### src/rtl/spi_slave_regs.sv
// SPI responder with an 8x8 register file, driven by 12-bit commands
// (write flag, address, data). SPI pins are oversampled on clk.
module spi_slave_regs #(
    parameter int CMD_WIDTH  = 12,
    parameter int ADDR_WIDTH = 3,
    parameter int READ_WIDTH = 8
) (
    input  logic                  clk,
    input  logic                  rst_n,
    input  logic                  sclk,
    input  logic                  cs,
    input  logic                  mosi,
    output logic                  miso,
    output logic                  wr_vld,
    output logic [ADDR_WIDTH-1:0] wr_addr,
    output logic [READ_WIDTH-1:0] wr_data,
    output logic                  rd_done,
    input  logic [ADDR_WIDTH-1:0] cfg_addr,
    output logic [READ_WIDTH-1:0] cfg_data
);

    localparam int NREGS = 2 ** ADDR_WIDTH;
    localparam int CNT_W = $clog2(CMD_WIDTH + 1);

    localparam logic [1:0] ST_IDLE = 2'd0;
    localparam logic [1:0] ST_CMD  = 2'd1;
    localparam logic [1:0] ST_RD   = 2'd2;
    localparam logic [1:0] ST_WAIT = 2'd3;

    logic [1:0]            r_sclk_sync;
    logic                  r_sclk_d;
    logic [1:0]            r_cs_sync;
    logic [1:0]            r_mosi_sync;
    logic [1:0]            r_sync_vld;
    logic [1:0]            r_state;
    logic                  r_armed;
    logic [CNT_W-1:0]      r_cnt;
    logic [CMD_WIDTH-2:0]  r_shreg;
    logic [READ_WIDTH-1:0] r_tx;
    logic [READ_WIDTH-1:0] r_regs [NREGS];
    logic                  r_miso;
    logic                  r_wr_vld;
    logic [ADDR_WIDTH-1:0] r_wr_addr;
    logic [READ_WIDTH-1:0] r_wr_data;
    logic                  r_rd_done;

    logic                  w_sclk_s;
    logic                  w_cs_s;
    logic                  w_mosi_s;
    logic                  w_rise;
    logic                  w_fall;
    logic [CMD_WIDTH-1:0]  w_cmd;
    logic                  w_wr_flag;
    logic [ADDR_WIDTH-1:0] w_addr;
    logic [READ_WIDTH-1:0] w_data;

    assign w_sclk_s  = r_sclk_sync[1];
    assign w_cs_s    = r_cs_sync[1];
    assign w_mosi_s  = r_mosi_sync[1];
    assign w_rise    = w_sclk_s & ~r_sclk_d;
    assign w_fall    = ~w_sclk_s & r_sclk_d;
    assign w_cmd     = {r_shreg, w_mosi_s};
    assign w_wr_flag = w_cmd[CMD_WIDTH-1];
    assign w_addr    = w_cmd[CMD_WIDTH-2 -: ADDR_WIDTH];
    assign w_data    = w_cmd[READ_WIDTH-1:0];

    assign miso     = r_miso;
    assign wr_vld   = r_wr_vld;
    assign wr_addr  = r_wr_addr;
    assign wr_data  = r_wr_data;
    assign rd_done  = r_rd_done;
    assign cfg_data = r_regs[cfg_addr];

    // Pin synchronisers; r_sync_vld marks when cs_s carries a real pin sample
    // rather than its reset value, so a frame live at reset release is not armed.
    always_ff @(posedge clk) begin
        if (!rst_n) begin
            r_sclk_sync <= 2'b00;
            r_sclk_d    <= 1'b0;
            r_cs_sync   <= 2'b11;
            r_mosi_sync <= 2'b00;
            r_sync_vld  <= 2'b00;
        end else begin
            r_sclk_sync <= {r_sclk_sync[0], sclk};
            r_sclk_d    <= r_sclk_sync[1];
            r_cs_sync   <= {r_cs_sync[0], cs};
            r_mosi_sync <= {r_mosi_sync[0], mosi};
            r_sync_vld  <= {r_sync_vld[0], 1'b1};
        end
    end

    // Frame FSM, register file, serial shifters and output pulses.
    always_ff @(posedge clk) begin
        if (!rst_n) begin
            r_state   <= ST_IDLE;
            r_armed   <= 1'b0;
            r_cnt     <= '0;
            r_shreg   <= '0;
            r_tx      <= '0;
            r_miso    <= 1'b0;
            r_wr_vld  <= 1'b0;
            r_wr_addr <= '0;
            r_wr_data <= '0;
            r_rd_done <= 1'b0;
            for (int i = 0; i < NREGS; i++) begin
                r_regs[i] <= '0;
            end
        end else begin
            r_wr_vld  <= 1'b0;
            r_rd_done <= 1'b0;
            if (w_cs_s && r_sync_vld[1]) begin
                r_armed <= 1'b1;
            end
            if (w_cs_s) begin
                r_state <= ST_IDLE;
                r_cnt   <= '0;
                r_miso  <= 1'b0;
            end else begin
                case (r_state)
                    ST_IDLE: begin
                        r_cnt  <= '0;
                        r_miso <= 1'b0;
                        if (r_armed) begin
                            r_state <= ST_CMD;
                        end
                    end
                    ST_CMD: begin
                        if (w_rise) begin
                            r_shreg <= w_cmd[CMD_WIDTH-2:0];
                            r_cnt   <= r_cnt + CNT_W'(1);
                            if (r_cnt == CNT_W'(CMD_WIDTH - 1)) begin
                                r_cnt <= '0;
                                if (w_wr_flag) begin
                                    r_regs[w_addr] <= w_data;
                                    r_wr_vld       <= 1'b1;
                                    r_wr_addr      <= w_addr;
                                    r_wr_data      <= w_data;
                                    r_state        <= ST_WAIT;
                                end else begin
                                    r_tx    <= r_regs[w_addr];
                                    r_state <= ST_RD;
                                end
                            end
                        end
                    end
                    ST_RD: begin
                        if (w_fall) begin
                            r_miso <= r_tx[READ_WIDTH-1];
                            r_tx   <= {r_tx[READ_WIDTH-2:0], 1'b0};
                        end
                        if (w_rise) begin
                            r_cnt <= r_cnt + CNT_W'(1);
                            if (r_cnt == CNT_W'(READ_WIDTH - 1)) begin
                                r_rd_done <= 1'b1;
                                r_state   <= ST_WAIT;
                            end
                        end
                    end
                    ST_WAIT: begin
                        r_miso <= 1'b0;
                    end
                    default: begin
                        r_state <= ST_IDLE;
                        r_miso  <= 1'b0;
                    end
                endcase
            end
        end
    end

endmodule

### config.mk
export PLATFORM = sky130hd
export DESIGN_NAME = spi_slave_regs
export DESIGN_NICKNAME = d
export VERILOG_FILES = /design/src/rtl/spi_slave_regs.sv
export SDC_FILE = /design/constraint.sdc
export NUM_CORES = 1
export LEC_CHECK = 0
export CAP_MARGIN = 20
export CELL_PAD_IN_SITES_DETAIL_PLACEMENT = 1
export CELL_PAD_IN_SITES_GLOBAL_PLACEMENT = 2
export CORE_MARGIN = 2
export CORE_UTILIZATION = 39
export CTS_BUF_LIST = sky130_fd_sc_hd__clkbuf_8
export CTS_CLUSTER_DIAMETER = 50
export DETAILED_ROUTE_END_ITERATION = 12
export PLACE_DENSITY_LB_ADDON = 0.08
export SLEW_MARGIN = 40
export SYNTH_ARGS = -nofsm -noshare
export SYNTH_HDL_FRONTEND = slang
export SYNTH_SLANG_ARGS = --single-unit
### constraint.sdc
create_clock -name clk -period 2.31 [get_ports clk]
set_input_delay 0.462 -clock clk [delete_from_list [all_inputs] [get_ports clk]]
set_output_delay 0.462 -clock clk [all_outputs]
set_load 0.05 [all_outputs]
After elaboration in Yosys (flattened, before gate mapping)

Memories as Yosys holds them, arrays and structs flattened. A register that Yosys moved wholly into a read port is not among the register bits.
Cells that the tools add are included.

Register bits after elaboration: 49
Bits in writable memories: 64
Input bits: 8
Output and inout bits: 22
Word-level logic and storage cells: 86
Memories: 1

$add $sub $neg: 1
Equal/unequal tests: 12
Multiplexer cells: 33
Bitwise gates (word level): 8
Reduce and logical (&&, ||, !) cells: 15

Memory list:

| memory | depth | width | rd ports | clocked after Yosys merged registers in | write ports | RTL line | source |
|---|---|---|---|---|---|---|---|
| r_regs | 8     | 8     | 2        | 1                                       | 8           | 40       | `logic [READ_WIDTH-1:0] r_regs [NREGS];` |

Operators by type and width:

| cell                                                 | number |
|---|---|
| 2-to-1 mux 8 bit                                     | 5 |
| one-hot mux 8 bit (2 select lines)                   | 1 |
| != test 2 bit (second input constant)                | 7 |
| 2-to-1 mux 1 bit                                     | 13 |
| 2-to-1 mux 4 bit                                     | 3 |
| one-hot mux 4 bit (3 select lines)                   | 1 |
| AND reduction 6 bit                                  | 2 |
| 2-to-1 mux 2 bit                                     | 5 |
| 2-to-1 mux 3 bit                                     | 3 |
| OR reduction 8 bit                                   | 1 |
| inverter 1 bit                                       | 6 |
| one-hot mux 2 bit (3 select lines)                   | 1 |
| AND reduction 3 bit                                  | 2 |
| AND reduction 5 bit                                  | 1 |
| adder 4 x 1 -> 4 bit (second input constant)         | 1 |
| equality test 2 bit (second input constant)          | 2 |
| equality test 4 x 3 -> 1 bit (second input constant) | 1 |
| equality test 4 bit (second input constant)          | 1 |
| nonzero test 2 bit                                   | 2 |
| OR reduction 2 bit                                   | 2 |
| OR reduction 4 bit                                   | 1 |
| nonzero test 3 bit                                   | 1 |
| bitwise AND 1 bit                                    | 2 |
| equality test 2 x 1 -> 1 bit (second input constant) | 1 |
| other kinds (4)                                      | 4 |

Longest topological paths before layout

Gate-level depths: netlist of run 1.

Depth in word-level cells: 9
Gate-level depth with buffers: 8
Depth with buffers taken out: 6

Worst setup path before layout of run 1

OpenSTA, ideal clock, no wires.

Path kind: input to output
From: in cfg_addr[0]
To: out cfg_data[0]
Arrival time: 1.897 ns
Data required time: 1.848 ns
Slack: -0.049 ns
Stages: 4
Buffers on the path: 2
Cell sequence: buf_2 buf_2 mux4_2 mux2_2

Longest elaborated chain between the ends: 1

Ends and longest elaborated chain:

| item               | RTL line | source |
|---|---|---|
| from (decl)        | 18       | `input logic [ADDR_WIDTH-1:0] cfg_addr,` |
| memory (8 x 8 bit) | n/a      |  |
| to (decl)          | 19       | `output logic [READ_WIDTH-1:0] cfg_data` |

No other way between the ends.

==> results of run 1 <==
## cell type report
class	count	area, µm²
clock buffers	17	234
clock inverters	15	235
well taps	180	225
repair buffers	66	714
multi-input cells	287	2410
inverters	8	30.0
flip-flops and latches	116	2960
fillers	1439	7060
## sequential cells by signal (all words and copies together), names as in the netlist, 2 cells and up, named ones only
name / cells
r_shreg: 11
wr_addr: 3
r_sync_vld: 2
r_sclk_sync: 2
wr_data: 8
r_cs_sync: 2
r_state: 2
r_tx: 8
r_mosi_sync: 2
r_regs: 64
r_cnt: 4
## through the flow
| step | setup slack [ns] | cell area, µm² | power, W |
|---|---|---|---|
| after floorplan | 0.0476 | 5560 | 0.00245 |
| after global placement | -0.314 | 6250 | 0.00257 |
| after detailed placement | -0.342 | 6250 | 0.00258 |
| after CTS | 0.0118 | 6780 | 0.00483 |
| after global routing | -0.00275 | 6820 | 0.00495 |
| final | 0.0381 | 6820 | 0.00479 |
## per-layer routing
| metal | part of all wire [%] | global-route usage, % | wire (µm) |
|---|---|---|---|
| met5 | 0 | 0 | 0 |
| met4 | 2.0 | 8.03 | 304 |
| met3 | 4.5 | 4.89 | 663 |
| met2 | 48 | 34.1 | 7200 |
| met1 | 45 | 28.7 | 6700 |
## cells by family (layout without fill, tap and decap cells)
| kind of cell | Yosys count | count (layout) | synth area share (%) |
|---|---|---|---|
| mux | 59 | 59 | 18.0 |
| fa+ha+maj | 5 | 5 | 1.13 |
| buf+inv | 38 | 106 | 3.31 |
| simple gates | 175 | 175 | 19.0 |
| flops | 116 | 116 | 53.3 |
| compound gates | 48 | 48 | 5.27 |
## worst min-delay path by stage
stage                       startpoint      endpoint  slack, ns  cells past startpoint
after floorplan           r_cs_sync[0]  r_cs_sync[1]       0.39                      1
after global placement    r_cs_sync[0]  r_cs_sync[1]       0.39                      1
after detailed placement  r_cs_sync[0]  r_cs_sync[1]       0.40                      1
after CTS                 r_cs_sync[0]  r_cs_sync[1]       0.42                      1
after global routing      r_cs_sync[0]  r_cs_sync[1]       0.44                      1
final                     r_cs_sync[0]  r_cs_sync[1]       0.41                      1
## repair_timing
action                                  CTS  global route
gates resized for setup                   9             7
pin swaps                                 0             0
gates cloned                              2             0
endpoints found under the setup margin    8             7
buffers inserted                          0             1
## synthesized netlist by cell type, types with 2 or more instances
library cell and n:
sky130_fd_sc_hd__and2_1 71, sky130_fd_sc_hd__edfxtp_1 64, sky130_fd_sc_hd__dfxtp_1 52, sky130_fd_sc_hd__nand2_1 34, sky130_fd_sc_hd__mux4_2 32, sky130_fd_sc_hd__mux2i_1 19, sky130_fd_sc_hd__nor2_1 18, sky130_fd_sc_hd__a21oi_1 16
sky130_fd_sc_hd__clkbuf_1 15, sky130_fd_sc_hd__nand2b_1 12, sky130_fd_sc_hd__o21ai_0 11, sky130_fd_sc_hd__a31oi_1 10, sky130_fd_sc_hd__inv_1 8, sky130_fd_sc_hd__mux2_2 8, sky130_fd_sc_hd__or2_1 7, sky130_fd_sc_hd__buf_2 6
sky130_fd_sc_hd__nand3_1 6, sky130_fd_sc_hd__ha_1 5, sky130_fd_sc_hd__nand4_1 5, sky130_fd_sc_hd__buf_1 4, sky130_fd_sc_hd__nor4_4 4, sky130_fd_sc_hd__a21o_1 3, sky130_fd_sc_hd__buf_4 2, sky130_fd_sc_hd__buf_6 2
sky130_fd_sc_hd__nor2b_1 2, sky130_fd_sc_hd__nor3_2 2
## power by group
part	internal (W)	total [W]	leakage [nW]	switching, W
clock	0.00138	0.00223	0.221	0.000848
combinational	0.000152	0.000314	1.15	0.000162
sequential	0.00221	0.00224	1.09	0.0000288
## worst max-delay path, delay by kind of cell (launching register included)
family / cells / cell delay [ns]
buffers and inverters: 1 / 0.15
flip-flops: 1 / 0.43
multiplexers: 2 / 0.79
==> flow_results.org, run 1 <==
** CTS
- The H-tree was split into 4 levels.
- Clock latency of the later-clocked register in the worst-skew pair :: roughly 0.44 ns
- Buffers inserted to repair hold after CTS numbered 0.
- Clock transition at path regs :: ~0.07 ns
- TritonCTS built the clock tree.
- Number of CTS-inserted buffers :: 17
- The clock passes through at most 2 buffers.
- Clk sink count :: approximately 120
- The tree is rooted in a sky130_fd_sc_hd__clkbuf_8.

** Placed design
- Summed over all nets, the half-perimeter wirelength after detailed placement is between 9000 and 10,000 µm.
- At the end of routability-driven placement, the weighted congestion stood at approximately 0.81.
- Placed cells :: 654
- During placement, the flow inserted port buffers numbering 29.

** Yosys
- For this run, the leading register cell type out of synthesis is sky130_fd_sc_hd__edfxtp_1.
- The Yosys step of the flow raised 0 warnings.
- The mapped netlist covers 5560 µm².
- Cells after synthesis :: between 400 and 500
- Sorting the synthesized cells by area gives the leading types as sky130_fd_sc_hd__edfxtp_1 35%, sky130_fd_sc_hd__dfxtp_1 19%, sky130_fd_sc_hd__mux4_2 13%, sky130_fd_sc_hd__and2_1 8.0%, sky130_fd_sc_hd__mux2i_1 3.4%.
- Counting flops with an async set or reset pin after synthesis yields a share of 0%.
- Unique masters post-synth :: 49
- Cell type with the largest total area after synthesis :: sky130_fd_sc_hd__edfxtp_1
- Net count after synthesis :: between 400 and 500
- In this run, synthesis produced a sequential element count of about 120.
- Share of synthesized area occupied by flip-flops and latches :: 53.3%
- A synthesized cell averages around 13 µm².
- In this run the biggest area consumer among cell types represents roughly a third of the synthesized area.
- EDFF count, synth :: between 60 and 70

** STA
- Setup violations remaining at the end of the flow were counted as 0.
- Hold Slack :: approximately 0.41 ns
- For this run, the top clock speed supported by timing is between 0.4 and 0.5 GHz.
- Final cycle utilization of the critical path :: approximately 98%
- Worst Tran Pin Value :: approximately 0.51 ns
- Headroom to the max-slew limit came out at around 66%.
- Setup repair after global routing could not meet its margin everywhere.
- Between clock sinks in the finished design, the worst skew comes to 0.00907 ns.
- The final-report hold violation count is 0.
- Summed over all failing endpoints, the final setup total negative slack is 0 ns.
- Final max-slew violation count :: 0
- Fin crit period :: roughly 2.3 ns

** Cells and area
- The top cell types in the final layout, fill and taps aside, are 71 x sky130_fd_sc_hd__and2_1, 64 x sky130_fd_sc_hd__edfxtp_1, 52 x sky130_fd_sc_hd__dfxtp_1, 34 x sky130_fd_sc_hd__nand2_1, 32 x sky130_fd_sc_hd__mux4_2.
- Compared with the post-synthesis result, the final layout area differs by 22.6%.
- The final layout contains around 510 nets.
- Cells with a size suffix above 1 make up around 26% of the layout.
- Diodes inserted :: 0
- The finished layout holds slightly below 700 standard cells, fillers aside.
- Leaving out fill and tap cells, the most frequent cell in the layout is sky130_fd_sc_hd__and2_1.
- Final design utilization :: a little under 50%

** Floorplan
- During I/O placement, the number of pins put on the boundary was 30.
- The initial utilization of the core area, before any placement, comes to ~40%.
- The initialized floorplan defines 43 standard-cell rows.
- The region available for standard cell placement spans 13,900 µm².
- Area of the die :: approximately 15,000 µm²
- Die Height :: approximately 120 µm
- The die is approximately 120 µm wide.

** Detailed routing
- Drt wl/cell :: 21.6 µm
- The routed design has about 15,000 µm of wire.
- In the routed design, unresolved DRC markers number 0.
- The count of nets left with antenna violations once routing finished came out at 0.
- In this run, the number of DRC markers left after iteration 0 of detailed routing was 231.
- The first TritonRoute pass finished after 4 iterations.
- Average vias per placed instance :: between 5 and 6
- Total number of vias :: 3,692

** Hold path
- Class of the most critical hold timing path :: reg2reg

** Global routing
- The via count of the first global-routing pass is 4,020.
- Entering global routing, the biggest net connects 24 pins.
- Tot GR Track Use :: 21.5%
- The first global-routing pass estimated 23,200 µm of wire.
- Residual overflow from global routing :: 0
- Antenna violations before repair :: 0

** Worst setup path
- Worst Reg2Reg Path Length in Cells :: 7
- Launching element type of the critical path :: flop
- Nature of the critical path endpoint :: output pin
- Worst reg2reg path endpoint :: r_regs[6][6]
- Crit path kind :: reg2out
- R2r setup slk :: between 0.2 and 0.25 ns
- Worst setup path endpoint :: cfg_data[3]
- The worst register-to-register path begins at r_state[1].
- Cells along the critical path :: mux4_2, mux2_2, buf_6
- The largest single stage delay on the critical path is 0.50 ns.
- Master of the slowest instance on the critical path :: sky130_fd_sc_hd__mux4_2
- STA puts the critical path data arrival time at between 1.5 and 2 ns.
- Largest fanout on the critical path :: 2
- Critical path required time :: between 1.5 and 2 ns
- The critical path starts at r_regs[7][3].

** Flow run
- Number of violations of the max-capacitance limit :: 0

** Power
- Peak supply drop :: 0.660 mV
- For this design the ratio of total power to cell area is roughly 700 nW/µm².
- The analysis attributes to cell leakage a power of 2.46 nW.

** Run status
- The run finished with clean final reports.
Note: power is estimated with default switching activity, not from simulation.
==> run 2: changes to the inputs <==
SETUP_SLACK_MARGIN = 0.02   (was not set)
==> run 2 against run 1 <==
Effect of this change: critical path depth rose by 2; design area rose by 0.20%; routed wire length barely moved; clock power barely moved; combinational power rose by 2%.
==> flow_results.org, run 2 (synthesized netlist as in run 1, its figures left out) <==
** Cells and area
- Leaving out fill and tap cells, the most frequent cells in the layout are 71 x sky130_fd_sc_hd__and2_1, 64 x sky130_fd_sc_hd__edfxtp_1, 52 x sky130_fd_sc_hd__dfxtp_1, 34 x sky130_fd_sc_hd__nand2_1, 32 x sky130_fd_sc_hd__mux4_2.
- In the final layout, the registers with the most flip-flops are r_regs: 64 flops, r_shreg: 11 flops.
- r_regs holds more flip-flops than any other register.
- Relative to the synthesized area, the layout overhead comes to 22.9%.
- Final Non-Filler Cells :: 690 (+0.15%)
- The ratio of cells with drive above 1 in the final layout is 25.7% (unchanged).
- Leaving out fill and tap cells, the most frequent cell in the layout is sky130_fd_sc_hd__and2_1.
- The final layout net count came to 509 (unchanged).
- Number of flip-flops under the largest register name :: 64 (unchanged)

** STA
- Final max-slew violation count :: 0 (unchanged)
- The transition time at the pin with the least slew margin is 0.510 ns (+0.00000107 ns).
- Fin crit period :: 2.26 ns (-0.0124 ns)
- The relative slew slack came to 65.9% (about the same).
- Final cycle utilization of the critical path :: 97.8% (-0.54 points)
- Final setup viols :: 0 (unchanged)
- Count of final hold-check violations :: 0 (unchanged)
- The final setup skew was 0.00594 ns (-0.00313 ns).
- Fin Setup TNS :: 0 ns (unchanged)
- Setup repair after global routing missed its margin :: true
- Achievable Freq :: 0.443 GHz (+0.55%)

** CTS
- The number of H-tree branching levels came to 4 (unchanged).
- Clock transition at path regs :: 0.07 ns (about the same)
- Clk sink count :: 116 (unchanged)
- CTS root buf :: sky130_fd_sc_hd__clkbuf_8
- Clock tree from TritonCTS :: yes
- # hold bufs at CTS :: 0 (unchanged)
- Number of CTS-inserted buffers :: 17 (unchanged)
- The source-to-sink clock delay at the later pin of the worst-skew pair is 0.44 ns (about the same).
- Deepest clock path buffer count :: 2 (unchanged)

** Global routing
- The wire length of the first global-routing pass came to 23,200 µm (unchanged).
- The initial antenna violation count came to 0 (unchanged).
- The global router's overall resource usage is 21.5% (unchanged).
- Vias in the first global route :: 4,020 (unchanged)
- Pin count of the biggest net entering global routing :: 24 (unchanged)
- The global route total overflow came to 0 (unchanged).

** Placed design
- The number of I/O port buffers was 29 (unchanged).
- The estimated wirelength of the detail-placed design was 9840 µm (unchanged).
- The final RePlAce weighted congestion is 0.808 (unchanged).
- Placed cells :: 654 (unchanged)

** Worst setup path
- The data arrival time of the worst path is 1.80 ns (about the same).
- The data required time of the critical path is 1.85 ns (about the same).
- Largest fanout on the critical path :: 8 (+6)
- Nature of the critical path endpoint :: output pin
- STA classifies the critical path startpoint as an input port.
- The critical path is of the in2out type.

** Detailed routing
- The first-pass detailed-route iteration total came to 4 (unchanged).
- The number of nets with antenna violations after detailed routing was 0 (unchanged).
- Total Wirelength :: 14,900 µm (about the same)
- The via count came to 3,707 (+0.41%).
- Average vias per placed instance :: 5.37 (+0.26%)
- The count of routing violations after the opening detailed-route iteration is 255 (+10%).
- The detailed-route wire length per cell is 21.6 µm (about the same).
- The final routed DRC violation total is 0 (unchanged).

** Power
- The maximum VDD drop is 0.661 mV (+0.11%).
- The leakage dissipation was 2.47 nW (+0.15%).
- The part of the total power dissipated in combinational logic is 6.7% (about the same).
- The power dissipated by switching net loads came to 0.00104 W (+0.10%).
- The clock share of power was 46.5% (about the same).
- The internal power consumption is 0.00375 W (+0.11%).
- The share of power burned in registers is 46.8% (about the same).
- Total power per unit cell area :: 702 nW/µm² (about the same)
- Switching share of power :: 21.7% (about the same)

** Floorplan
- The number of rows in the core area is 43 (unchanged).
- Starting density of the core :: 40.0% (unchanged)
- Area of the die :: 15,200 µm² (unchanged)
- The horizontal extent of the die came to 123 µm (unchanged).
- Die Height :: 123 µm (unchanged)
- The total I/O pin count was 30 (unchanged).
- Area of the core :: 13,900 µm² (unchanged)

** Run status
- Status :: finished clean

** Hold path
- Class of the most critical hold timing path :: reg2reg

** Flow run
- The number of violations of the max-capacitance limit was 0 (unchanged).
run 2: repair_timing:
action	CTS	global route
cloned	2	0
setup endpoints to repair	8	7
pin swaps	0	0
resized for setup	11	8
setup buffers	0	1
run 2: worst paths after layout:
| path | cells past startpoint | slack (ns) | from | endpoint |
|---|---|---|---|---|
| worst max-delay path | 5 | 0.05 | cfg_addr[1] | cfg_data[3] |
| worst min-delay path | 1 | 0.41 | r_cs_sync[0] | r_cs_sync[1] |
| worst max register to register | 7 | 0.23 | r_state[1] | r_regs[6][6] |
| worst min register to register | 1 | 0.41 | r_cs_sync[0] | r_cs_sync[1] |
run 2: area by class of cell:
cell class,instances,area [µm²]
repair buffers,66,726
inverters,8,30.0
clock inverters,15,235
fillers,1438,7050
multi-input cells,287,2410
diodes,1,2.50
clock buffers,17,234
well taps,180,225
flip-flops and latches,116,2960
run 2: power by group through the flow:
stage	registers (W)	clock network, W	logic, W
final	0.00224	0.00223	0.000320
after global routing	0.00225	0.00237	0.000338
after CTS	0.00224	0.00227	0.000312
after detailed placement	0.00229	0	0.000291
after global placement	0.00229	0	0.000286
after floorplan	0.00227	0	0.000178
run 2: metrics by stage:
step | utilization, % | total power, W | instance area [µm²] | worst slack (ns) | hold slack, ns
finish | 49.2 | 0.00479 | 6830 | 0.0505 | 0.410
global route | 49.2 | 0.00495 | 6830 | -0.00275 | 0.439
CTS | 48.9 | 0.00483 | 6790 | 0.0150 | 0.415
detailed placement | 45.1 | 0.00258 | 6250 | -0.342 | 0.398
global placement | 45.1 | 0.00257 | 6250 | -0.314 | 0.395
floorplan | - | 0.00245 | 5560 | 0.0476 | 0.386
run 2: per-layer routing:
layer / track usage, % / vias to the layer above / part of all wire, %
met3: 4.89 / 21 / 4.3
li1: - / 1718 / -
met4: 8.03 / 0 / 2.1
met1: 28.7 / 1885 / 45
met2: 34.1 / 83 / 48
met5: 0 / - / 0
run 2: critical path, stage by stage:
cell and delay (ns):
sky130_fd_sc_hd__clkdlybuf4s15_1 0.27, sky130_fd_sc_hd__bufbuf_16 0.32, sky130_fd_sc_hd__mux4_2 0.30, sky130_fd_sc_hd__mux2_2 0.29, sky130_fd_sc_hd__buf_6 0.15
